`src/rtl/product_accumulator.sv`:
```
// ----------------------------------------------------------------------------
// product_accumulator
//
// Purpose:
//    Accumulate half of a multiply-accumulate path. Takes unsigned products
//    from the carry-save multiplier over a valid/ready handshake, sums a
//    fixed-length frame of COUNT products and presents the frame sum on a
//    held valid/ready output. A sticky flag records any carry out of the
//    accumulator during the frame.
//
// Optional feature:
//    SATURATE_EN  when defined, the accumulator clamps to 2^ACC_W-1 on the
//                 first carry-out and stays clamped for the rest of the
//                 frame. When undefined the sum wraps modulo 2^ACC_W.
//
// Parameters:
//    PROD_W  width of an incoming product
//    ACC_W   accumulator / out_sum width (>= PROD_W)
//    COUNT   products per frame (>= 1)
//
// Ports:
//    clk           rising-edge clock
//    rst_n         asynchronous active-low reset
//    clear         synchronous abort of the partial frame and any pending result
//    in_valid      in_prod is valid this cycle
//    in_ready      block can accept a product this cycle
//    in_prod       unsigned product
//    out_valid     out_sum/out_overflow valid, held until accepted
//    out_ready     consumer accepts the result
//    out_sum       frame sum (reads 0 while idle)
//    out_overflow  sum exceeded 2^ACC_W-1 during the frame
//    busy          a frame is in progress or a result is pending
// ----------------------------------------------------------------------------
module product_accumulator #(
   parameter int PROD_W = 8,
   parameter int ACC_W  = 12,
   parameter int COUNT  = 4
) (
   input  logic              clk,
   input  logic              rst_n,
   input  logic              clear,
   input  logic              in_valid,
   output logic              in_ready,
   input  logic [PROD_W-1:0] in_prod,
   output logic              out_valid,
   input  logic              out_ready,
   output logic [ACC_W-1:0]  out_sum,
   output logic              out_overflow,
   output logic              busy
);

   localparam int CNT_W = $clog2(COUNT + 1);
   localparam logic [CNT_W-1:0] LAST_CNT = CNT_W'(COUNT - 1);

   typedef enum logic [1:0] {
      IDLE  = 2'd0,
      ACCUM = 2'd1,
      HOLD  = 2'd2
   } state_t;

   state_t           state;
   state_t           state_next;
   logic [ACC_W-1:0] acc;
   logic [ACC_W-1:0] acc_next;
   logic [CNT_W-1:0] cnt;
   logic [CNT_W-1:0] cnt_next;
   logic             ovf;
   logic             ovf_next;

   logic [ACC_W:0]   sum_wide;
   logic             carry;
   logic [ACC_W-1:0] sum_fin;

   // The add is one bit wider than the accumulator so the carry-out is
   // available as the overflow indication. acc is always zero in IDLE, so the
   // same adder serves both the first and the following products of a frame.
   assign sum_wide = {1'b0, acc} + {{(ACC_W + 1 - PROD_W){1'b0}}, in_prod};
   assign carry    = sum_wide[ACC_W];

`ifdef SATURATE_EN
   // Once the frame has overflowed the accumulator stays pinned at full scale,
   // so the sticky flag doubles as the "already clamped" indication.
   assign sum_fin = (carry || ovf) ? {ACC_W{1'b1}} : sum_wide[ACC_W-1:0];
`else
   assign sum_fin = sum_wide[ACC_W-1:0];
`endif

   // State, accumulator, counter and overflow flag all update together; the
   // outputs are decoded straight from these registers.
   always_ff @(posedge clk or negedge rst_n) begin
      if (!rst_n) begin
         state <= IDLE;
         acc   <= '0;
         cnt   <= '0;
         ovf   <= 1'b0;
      end else begin
         state <= state_next;
         acc   <= acc_next;
         cnt   <= cnt_next;
         ovf   <= ovf_next;
      end
   end

   // Next-state and datapath selection. clear wins over every handshake,
   // including a result being accepted in the same cycle. In IDLE and ACCUM
   // in_ready is high, so in_valid alone marks a transfer there.
   always_comb begin
      state_next = state;
      acc_next   = acc;
      cnt_next   = cnt;
      ovf_next   = ovf;
      if (clear) begin
         state_next = IDLE;
         acc_next   = '0;
         cnt_next   = '0;
         ovf_next   = 1'b0;
      end else begin
         case (state)
            IDLE: begin
               if (in_valid) begin
                  acc_next   = sum_fin;
                  cnt_next   = CNT_W'(1);
                  ovf_next   = carry;
                  state_next = (COUNT > 1) ? ACCUM : HOLD;
               end
            end
            ACCUM: begin
               if (in_valid) begin
                  acc_next = sum_fin;
                  cnt_next = cnt + CNT_W'(1);
                  ovf_next = ovf | carry;
                  if (cnt == LAST_CNT) begin
                     state_next = HOLD;
                  end
               end
            end
            HOLD: begin
               if (out_ready) begin
                  state_next = IDLE;
                  acc_next   = '0;
                  cnt_next   = '0;
                  ovf_next   = 1'b0;
               end
            end
            default: begin
               state_next = IDLE;
               acc_next   = '0;
               cnt_next   = '0;
               ovf_next   = 1'b0;
            end
         endcase
      end
   end

   assign in_ready     = (state != HOLD);
   assign out_valid    = (state == HOLD);
   assign busy         = (state != IDLE);
   assign out_sum      = acc;
   assign out_overflow = ovf;

endmodule

```
`config.mk`:
```
export PLATFORM = sky130hd
export DESIGN_NAME = product_accumulator
export DESIGN_NICKNAME = d
export VERILOG_FILES = /design/src/rtl/product_accumulator.sv
export SDC_FILE = /design/constraint.sdc
export NUM_CORES = 1
export LEC_CHECK = 0
export ABC_AREA = 0
export BUFFER_PORTS_ARGS = -buffer_cell sky130_fd_sc_hd__buf_2
export CAP_MARGIN = 20
export CORE_ASPECT_RATIO = 1.1
export CORE_UTILIZATION = 49
export DETAILED_ROUTE_END_ITERATION = 7
export PLACE_DENSITY_LB_ADDON = 0.12
export SLEW_MARGIN = 10
export SYNTH_ARGS = -nofsm -noshare
export SYNTH_HDL_FRONTEND = slang
export SYNTH_SLANG_ARGS = --single-unit
```
`constraint.sdc`:
```
create_clock -name clk -period 2.06 [get_ports clk]
set_input_delay 0.412 -clock clk [delete_from_list [all_inputs] [get_ports clk]]
set_output_delay 0.412 -clock clk [all_outputs]
set_load 0.02 [all_outputs]
```
=== Word-level counts from Yosys, hierarchy flattened ===
Index checks and enable logic that the tools add are counted.

* Add/subtract/negate cells: 2
* Equality and inequality tests: 9
* Muxes and demuxes: 20
* Bitwise logic cells: 1
* Reductions and logical operators: 6

{| class="wikitable"
|+ Operators with widths
! operator !! number
|-
| 12-bit two-way mux || 3
|-
| 12-bit case mux with 2 select lines || 1
|-
| 12-bit by 8-bit adder with 13-bit output || 1
|-
| 3-bit two-way mux || 4
|-
| 2-bit two-way mux || 5
|-
| 3-bit inequality test (second input constant) || 3
|-
| 3-bit case mux with 3 select lines || 1
|-
| 2-bit case mux with 3 select lines || 1
|-
| 1-bit two-way mux || 4
|-
| 4-bit AND reduction || 1
|-
| 3-bit by 1-bit adder with 3-bit output (second input constant) || 1
|-
| 3-bit by 2-bit equality test with 1-bit output (second input constant) || 1
|-
| 3-bit by 1-bit inequality test with 1-bit output (second input constant) || 1
|-
| 3-bit by 2-bit inequality test with 1-bit output (second input constant) || 1
|-
| 1-bit case mux with 3 select lines || 1
|-
| 3-bit AND reduction || 1
|-
| 2-bit by 1-bit equality test with 1-bit output (second input constant) || 1
|-
| 2-bit equality test (second input constant) || 1
|-
| 2-bit zero test || 1
|-
| 2-bit inequality test (second input constant) || 1
|-
| 2-bit AND reduction || 1
|-
| 2-bit nonzero test || 1
|-
| 2-bit OR reduction || 1
|-
| 1-bit OR || 1
|}

* Bits in registers: 18
* Output and inout port bits: 16

=== Depth between registers and ports, before layout ===
Gate-level depths: netlist of the first run.

* Word-level depth: 5
* Mapped depth: 7
* Gate-level depth less buffers: 7

=== Least setup slack after synthesis of the first run ===
Ideal clock, no wire load.

* Path kind: reg2reg
* Start point: register acc[6], in the netlist out_sum[6]
* End point: register acc[11], in the netlist out_sum[11]
* Setup time: 0.077 ns
* Data arrival time: 1.776 ns
* Data required time: 1.983 ns
* Setup slack: 0.206 ns
* Cell stages (with the launch flop): 8
* Period minus slack after synthesis: 1.854 ns
* Cell sequence: dfrtp_1 -> ha_1 -> buf_2 -> nand4_2 -> nor3_2 -> o21ai_1 -> or3_1 -> a21oi_1

* Cells in the longest elaborated chain, start to end: 4

{| class="wikitable"
|+ RTL lines
! what !! RTL line !! source
|-
| start, declared || 63 || <nowiki>logic [ACC_W-1:0] acc;</nowiki>
|-
| start signal, assigned || 98 || <nowiki>acc <= acc_next;</nowiki>
|-
| 12-bit by 8-bit adder with 13-bit output || 77 || <nowiki>assign sum_wide = {1'b0, acc} + {{(ACC_W + 1 - PROD_W){1'b0}}, in_prod};</nowiki>
|-
| 12-bit two-way mux || 120, 128 ||
|-
| 12-bit case mux with 2 select lines || 118 || <nowiki>case (state)</nowiki>
|-
| 12-bit two-way mux || 112 || <nowiki>if (clear) begin</nowiki>
|}

Every way passes these cells. The select of a mux whose other input is x is not followed.
A chain may end at the register's enable or synchronous reset.

=== Final worst setup path of the first run ===
* Start point: register acc[7], in the netlist out_sum[7]
* End point: register acc[11], in the netlist out_sum[11]

The elaborated chain is that of the path after synthesis.

==> out/metrics.cfg, run 1 <==
[placed_design]
port-buffer-count = 28
gp_congestion = 0.892
dp_slack_ps = 95.2
place_inst = 173
placed_area_um2 = 1310
dp_hpwl_um = 1790

[floorplan]
start_util = 0.541
die_y_um = 52.3
pin_count = 29
die_area_um2 = 2500
core-area_um2 = 2080
rows = 17
die_w_um = 47.8

[sta]
fin_ws_ps = 197
slew_headroom = 0.725
setup_viol = 0
fin_skew_ps = 0.522
finalHoldViolations = 0
max_freq_mhz = 537
tightest_slew_ps = 412
rsz0062_at_grt = no
tns_ps = 0
hold_ws_ps = 38.3
slew_viol_final = 0
min_period_ps = 1860
finalCritPeriodShare = 0.904

[finish]
num_antenna_cells = 0
design_area_um2 = 1330
drive_above_1_share = 0.250
fin_nets = 174
seq_area_um2 = 450
nFillCells = 209
final-instance-count-excl-fill = 176
syn_to_final_growth_pct = 17.8
final_util = 0.638
multiInputGateArea_um2 = 652

[global_routing]
grt_pass1_wl_um = 3800
track_usage = 0.218
antenna_found_initial = 0
overflow = 0
grt_pass1_vias = 854
grt_max_degree = 19

[clocking]
cts-root-buf = clkbuf_4
clk_latency_ps = 290
clockBufferDepth = 2
cts.clk_slew.worst_paths_ps = 100
cts-htree-levels = 1
cts_tree = done
cts_resized = 0
cts_made_buffers = 3
clkSinkCount = 18
hold_buffers = 0
cts_setup_buffers = 0

[yosys]
synth_top_area_share = 0.399
synthTopCellsByArea = dfrtp_1, ha_1, o21ai_0
synth_area_um2 = 1130
ys_ff_latch = 18
synth_area_leader_cell = dfrtp_1
synthSimpleGateAreaFrac = 0.152
syn_nets = 142
synth-edff-count = 0
avgSynthCellArea_um2 = 9.56
muxShareOfSynthArea = 0
ys_seq_area_frac = 0.399
synth.distinct_cells = 34
yosys.area_share.adder = 0.129
syn_inst = 118
synth_xor_area_frac = 0.0698
synth_top_family_by_area = compound AO/OA/AOI/OAI gates
synth-main-ff-cell = dfrtp_1
yosys_warnings = 0
synth_compound_area_frac = 0.227
yosys-top-cells-count = dfrtp_1, nand2_1, o21ai_0, ha_1
ys_async_sr_fraction = 1.00
synth_most_common_cell = dfrtp_1

[power_and_ir_drop]
netSwitchingFraction = 0.343
internal_power_mw = 0.566
p_total_mw = 0.862
p_switching_mw = 0.296
p_seq_frac = 0.471
pwr-share-clk = 0.202
total_leakage_power_nw = 0.679
vdd_drop_max_uv = 509
power_density_nw_per_um2 = 648
combPwrFrac = 0.327

[setup_path]
worstPathRequired_ps = 2280
worst-r2r-setup-slack_ps = 200
critPathMaxFanout = 6
r2r_end = out_sum[11]
r2r_cells = 6
timing.rr.start = out_sum[7]
worst_setup_path_end_kind = flop
arrival_ps = 2080
path_class = flop to flop
start_kind = flop

[min_path]
hp-class = primary input to async pin

[detailed_routing]
viasPerCell = 5.65
drtPass1Iterations = 4
route.detailed.drc = 0
routedWlPerCell_um = 13.3
drt_iter0_markers = 17
vias = 994
antenna_left = 0
drt_wl_total_um = 2350

[run]
drv_cap = 0

[status]
status = finished clean

## kinds of logic after synthesis
group / count (synthesis)
DFF: 18
AOI/OAI and AO/OA: 41
buffers and inverters: 6
adders and majority gates: 11
xor gates and xnor gates: 9
and+or+nand+nor: 33
## placed cells by master (no fill, tap or decap), types with 4 or more instances in the layout
| master | n |
|---|---|
| buf_2 | 28 |
| a21o_1 | 5 |
| o21ai_1 | 4 |
| o21ai_0 | 11 |
| xor2_1 | 6 |
| nand2_1 | 12 |
| a21oi_1 | 7 |
| dfrtp_1 | 18 |
| ha_1 | 10 |
| nor2_1 | 7 |
## registers in the layout, summed over array words and instances (netlist names)
name / flops
out_sum: 12
cnt: 3
state: 2
out_overflow: 1
## worst max path at each step
| stage | start | endpoint | slack, ps | cells past startpoint |
|---|---|---|---|---|
| floorplan | out_sum[6] | out_sum[11] | 210 | 7 |
| global placement | in_prod[0] | out_sum[10] | 120 | 8 |
| detailed placement | in_prod[5] | out_sum[11] | 100 | 7 |
| CTS | out_sum[7] | out_sum[11] | 190 | 6 |
| global route | out_sum[7] | out_sum[11] | 50 | 6 |
| finish | out_sum[7] | out_sum[11] | 200 | 6 |
## power groups by stage
stage	clock network (mW)	registers, mW	logic (mW)
finish	0.174	0.406	0.282
global route	0.198	0.411	0.315
CTS	0.182	0.406	0.285
detailed placement	0	0.413	0.282
global placement	0	0.412	0.279
floorplan	0	0.438	0.172
## metal layers
metal / vias to the layer above / part of all wire / wire length [um] / track usage
met2: 23 / 0.49 / 1150 / 0.331
li1: 493 / - / - / -
met1: 476 / 0.47 / 1090 / 0.306
met3: 2 / 0.035 / 83 / 0.0310
met5: - / 0 / 0 / 0
met4: 0 / 0.0072 / 17 / 0.0833
## worst max-delay path, stage by stage, from the launching register on
cell	delay (ps)
dfrtp_1	400
ha_1	410
nand4_2	150
nor3_2	200
o21ai_1	140
or3_1	360
a21oi_1	140
## final cells by class
class / count / share of cell area
timing repair buffer: 31 / 0.122
tap: 28 / 0.0263
multi-input combinational: 94 / 0.490
clock buffer: 3 / 0.0169
sequential: 18 / 0.339
inverter: 2 / 0.00564
(Power assumes the default switching activity.)
==> inputs of run 2 (changes only) <==
--- a/config.mk
+++ b/config.mk
@@ -9,7 +9,7 @@
 export BUFFER_PORTS_ARGS = -buffer_cell sky130_fd_sc_hd__buf_2
 export CAP_MARGIN = 20
 export CORE_ASPECT_RATIO = 1.1
-export CORE_UTILIZATION = 49
+export CORE_UTILIZATION = 45
 export DETAILED_ROUTE_END_ITERATION = 7
 export PLACE_DENSITY_LB_ADDON = 0.12
 export SLEW_MARGIN = 10
==> out/metrics.cfg, run 2 (synthesized netlist as in run 1, its figures left out) <==
[power_and_ir_drop]
p_switching_mw = 0.297  ; +0.58%
internal_power_mw = 0.606  ; +7.0%
vdd_drop_max_uv = 468  ; -8.1%
netSwitchingFraction = 0.329  ; -0.0139
total_leakage_power_nw = 0.686  ; +1.1%
p_seq_frac = 0.450  ; -0.021
combPwrFrac = 0.312  ; -0.015
pwr-share-clk = 0.238  ; +0.036
power_density_nw_per_um2 = 671  ; +3.6%

[clocking]
clk_latency_ps = 290  ; about the same
clkSinkCount = 18  ; unchanged
cts_tree = done
cts_made_buffers = 3  ; unchanged
hold_buffers = 0  ; unchanged
cts.clk_slew.worst_paths_ps = 100  ; about the same
cts-root-buf = clkbuf_4
clockBufferDepth = 2  ; unchanged
cts_setup_buffers = 0  ; unchanged
cts-htree-levels = 1  ; unchanged
cts_resized = 0  ; unchanged

[global_routing]
overflow = 0  ; unchanged
grt_max_degree = 19  ; unchanged
grt_pass1_wl_um = 3970  ; +4.7%
antenna_found_initial = 0  ; unchanged
grt_pass1_vias = 908  ; +6.3%
track_usage = 0.198  ; -0.0194

[sta]
tightest_slew_ps = 413  ; +0.538 ps
slew_viol_final = 0  ; unchanged
fin_skew_ps = 2.78  ; +2.25 ps
rsz0062_at_grt = no
finalCritPeriodShare = 0.913  ; +0.00854
min_period_ps = 1880  ; +17.6 ps
max_freq_mhz = 532  ; -0.94%
setup_viol = 0  ; unchanged
slew_headroom = 0.725  ; about the same
tns_ps = 0  ; unchanged
finalHoldViolations = 0  ; unchanged

[setup_path]
worstPathRequired_ps = 2250  ; -30 ps
crit_path_max_incr_delay_ps = 420  ; about the same
worst_setup_path_end_kind = flop
arrival_ps = 2070  ; about the same
worstPathCellList = ha_1 > fa_1 > nand3_1 > a21oi_1 > o2111ai_1 > xor2_1 > nor2_1
critPathMaxFanout = 3  ; -3
crit_buf_inv = 0  ; unchanged
slowest_stage = dfrtp_1
start_kind = flop
path_class = flop to flop
critical_path.top_delay_family = adder cells

[finish]
mostFrequentLayoutCell = buf_2
drive_above_1_share = 0.255  ; +0.00503
mostFrequentLayoutCells = buf_2, dfrtp_1, nand2_1
largest_register_ffs = 12  ; unchanged
final-instance-count-excl-fill = 179  ; +1.7%
syn_to_final_growth_pct = 19.3
design_area_um2 = 1350  ; +1.2%
num_antenna_cells = 0  ; unchanged
fin_nets = 174  ; unchanged

[placed_design]
gp_congestion = 0.858  ; -3.8%
placed_area_um2 = 1310  ; +0.19%
port-buffer-count = 28  ; unchanged
dp_hpwl_um = 1880  ; +4.8%
place_inst = 175  ; +1.2%

[floorplan]
die_w_um = 49.8  ; +4.2%
start_util = 0.491  ; -0.0501
rows = 18  ; +1
pin_count = 29  ; unchanged
die_y_um = 54.5  ; +4.2%
core-area_um2 = 2300  ; +10%
die_area_um2 = 2710  ; +8.5%

[detailed_routing]
vias = 984  ; -1.0%
drtPass1Iterations = 4  ; unchanged
antenna_left = 0  ; unchanged
viasPerCell = 5.50  ; -2.7%
drt_wl_total_um = 2360  ; +0.51%
routedWlPerCell_um = 13.2  ; -1.2%
drt_iter0_markers = 8  ; -9
route.detailed.drc = 0  ; unchanged

[status]
status = finished clean

[run]
drv_cap = 0  ; unchanged

[min_path]
hp-class = primary input to async pin

## run 2: changes by cell type in the layout (fill, tap and decap cells not counted)
| cell | previous run | this run |
|---|---|---|
| clkbuf_8 | 0 | 1 |
## run 2: final cells by class
class / instances / area, um2
multi-input cells: 94 / 652
clock buffers: 4 / 36.3
fillers: 230 / 951
well taps: 30 / 37.5
repair buffers: 31 / 163
inverters: 2 / 7.51
flip-flops and latches: 18 / 450
## run 2: worst paths after layout
kind | from | endpoint | slack (ps) | depth (start not counted)
worst max-delay path | out_sum[0] | out_sum[10] | 180 | 7
worst max register to register | out_sum[0] | out_sum[10] | 180 | 7
worst min register to register | cnt[1] | cnt[1] | 490 | 2
min in group clk | clear | state[1] | 340 | 2
worst min-delay path | rst_n | out_sum[9] | 40 | 1
max in group asynchronous | rst_n | out_sum[3] | 1730 | 1
## run 2: stage by stage
step	util	hold slack [ps]	worst slack (ps)	power [mW]
after floorplan	-	116	206	0.610
after detailed placement	0.570	370	70.1	0.698
after global placement	0.570	370	115	0.692
final	0.586	37.0	180	0.903
after global routing	0.586	60.7	26.3	0.960
after CTS	0.586	45.7	171	0.918
## run 2: layer usage
layer,global-route usage,vias up,part of all wire
met5,0,-,0
met4,0.0571,0,0.0059
met3,0.0333,2,0.026
met2,0.354,17,0.50
met1,0.249,463,0.47
li1,-,502,-
## run 2: power by group through the flow
stage | combinational (mW) | sequential (mW) | clock (mW)
3_3_place_gp | 0.281 | 0.412 | 0
2_1_floorplan | 0.172 | 0.438 | 0
3_5_place_dp | 0.283 | 0.414 | 0
5_1_grt | 0.316 | 0.411 | 0.233
6_report | 0.282 | 0.407 | 0.215
4_1_cts | 0.285 | 0.407 | 0.225
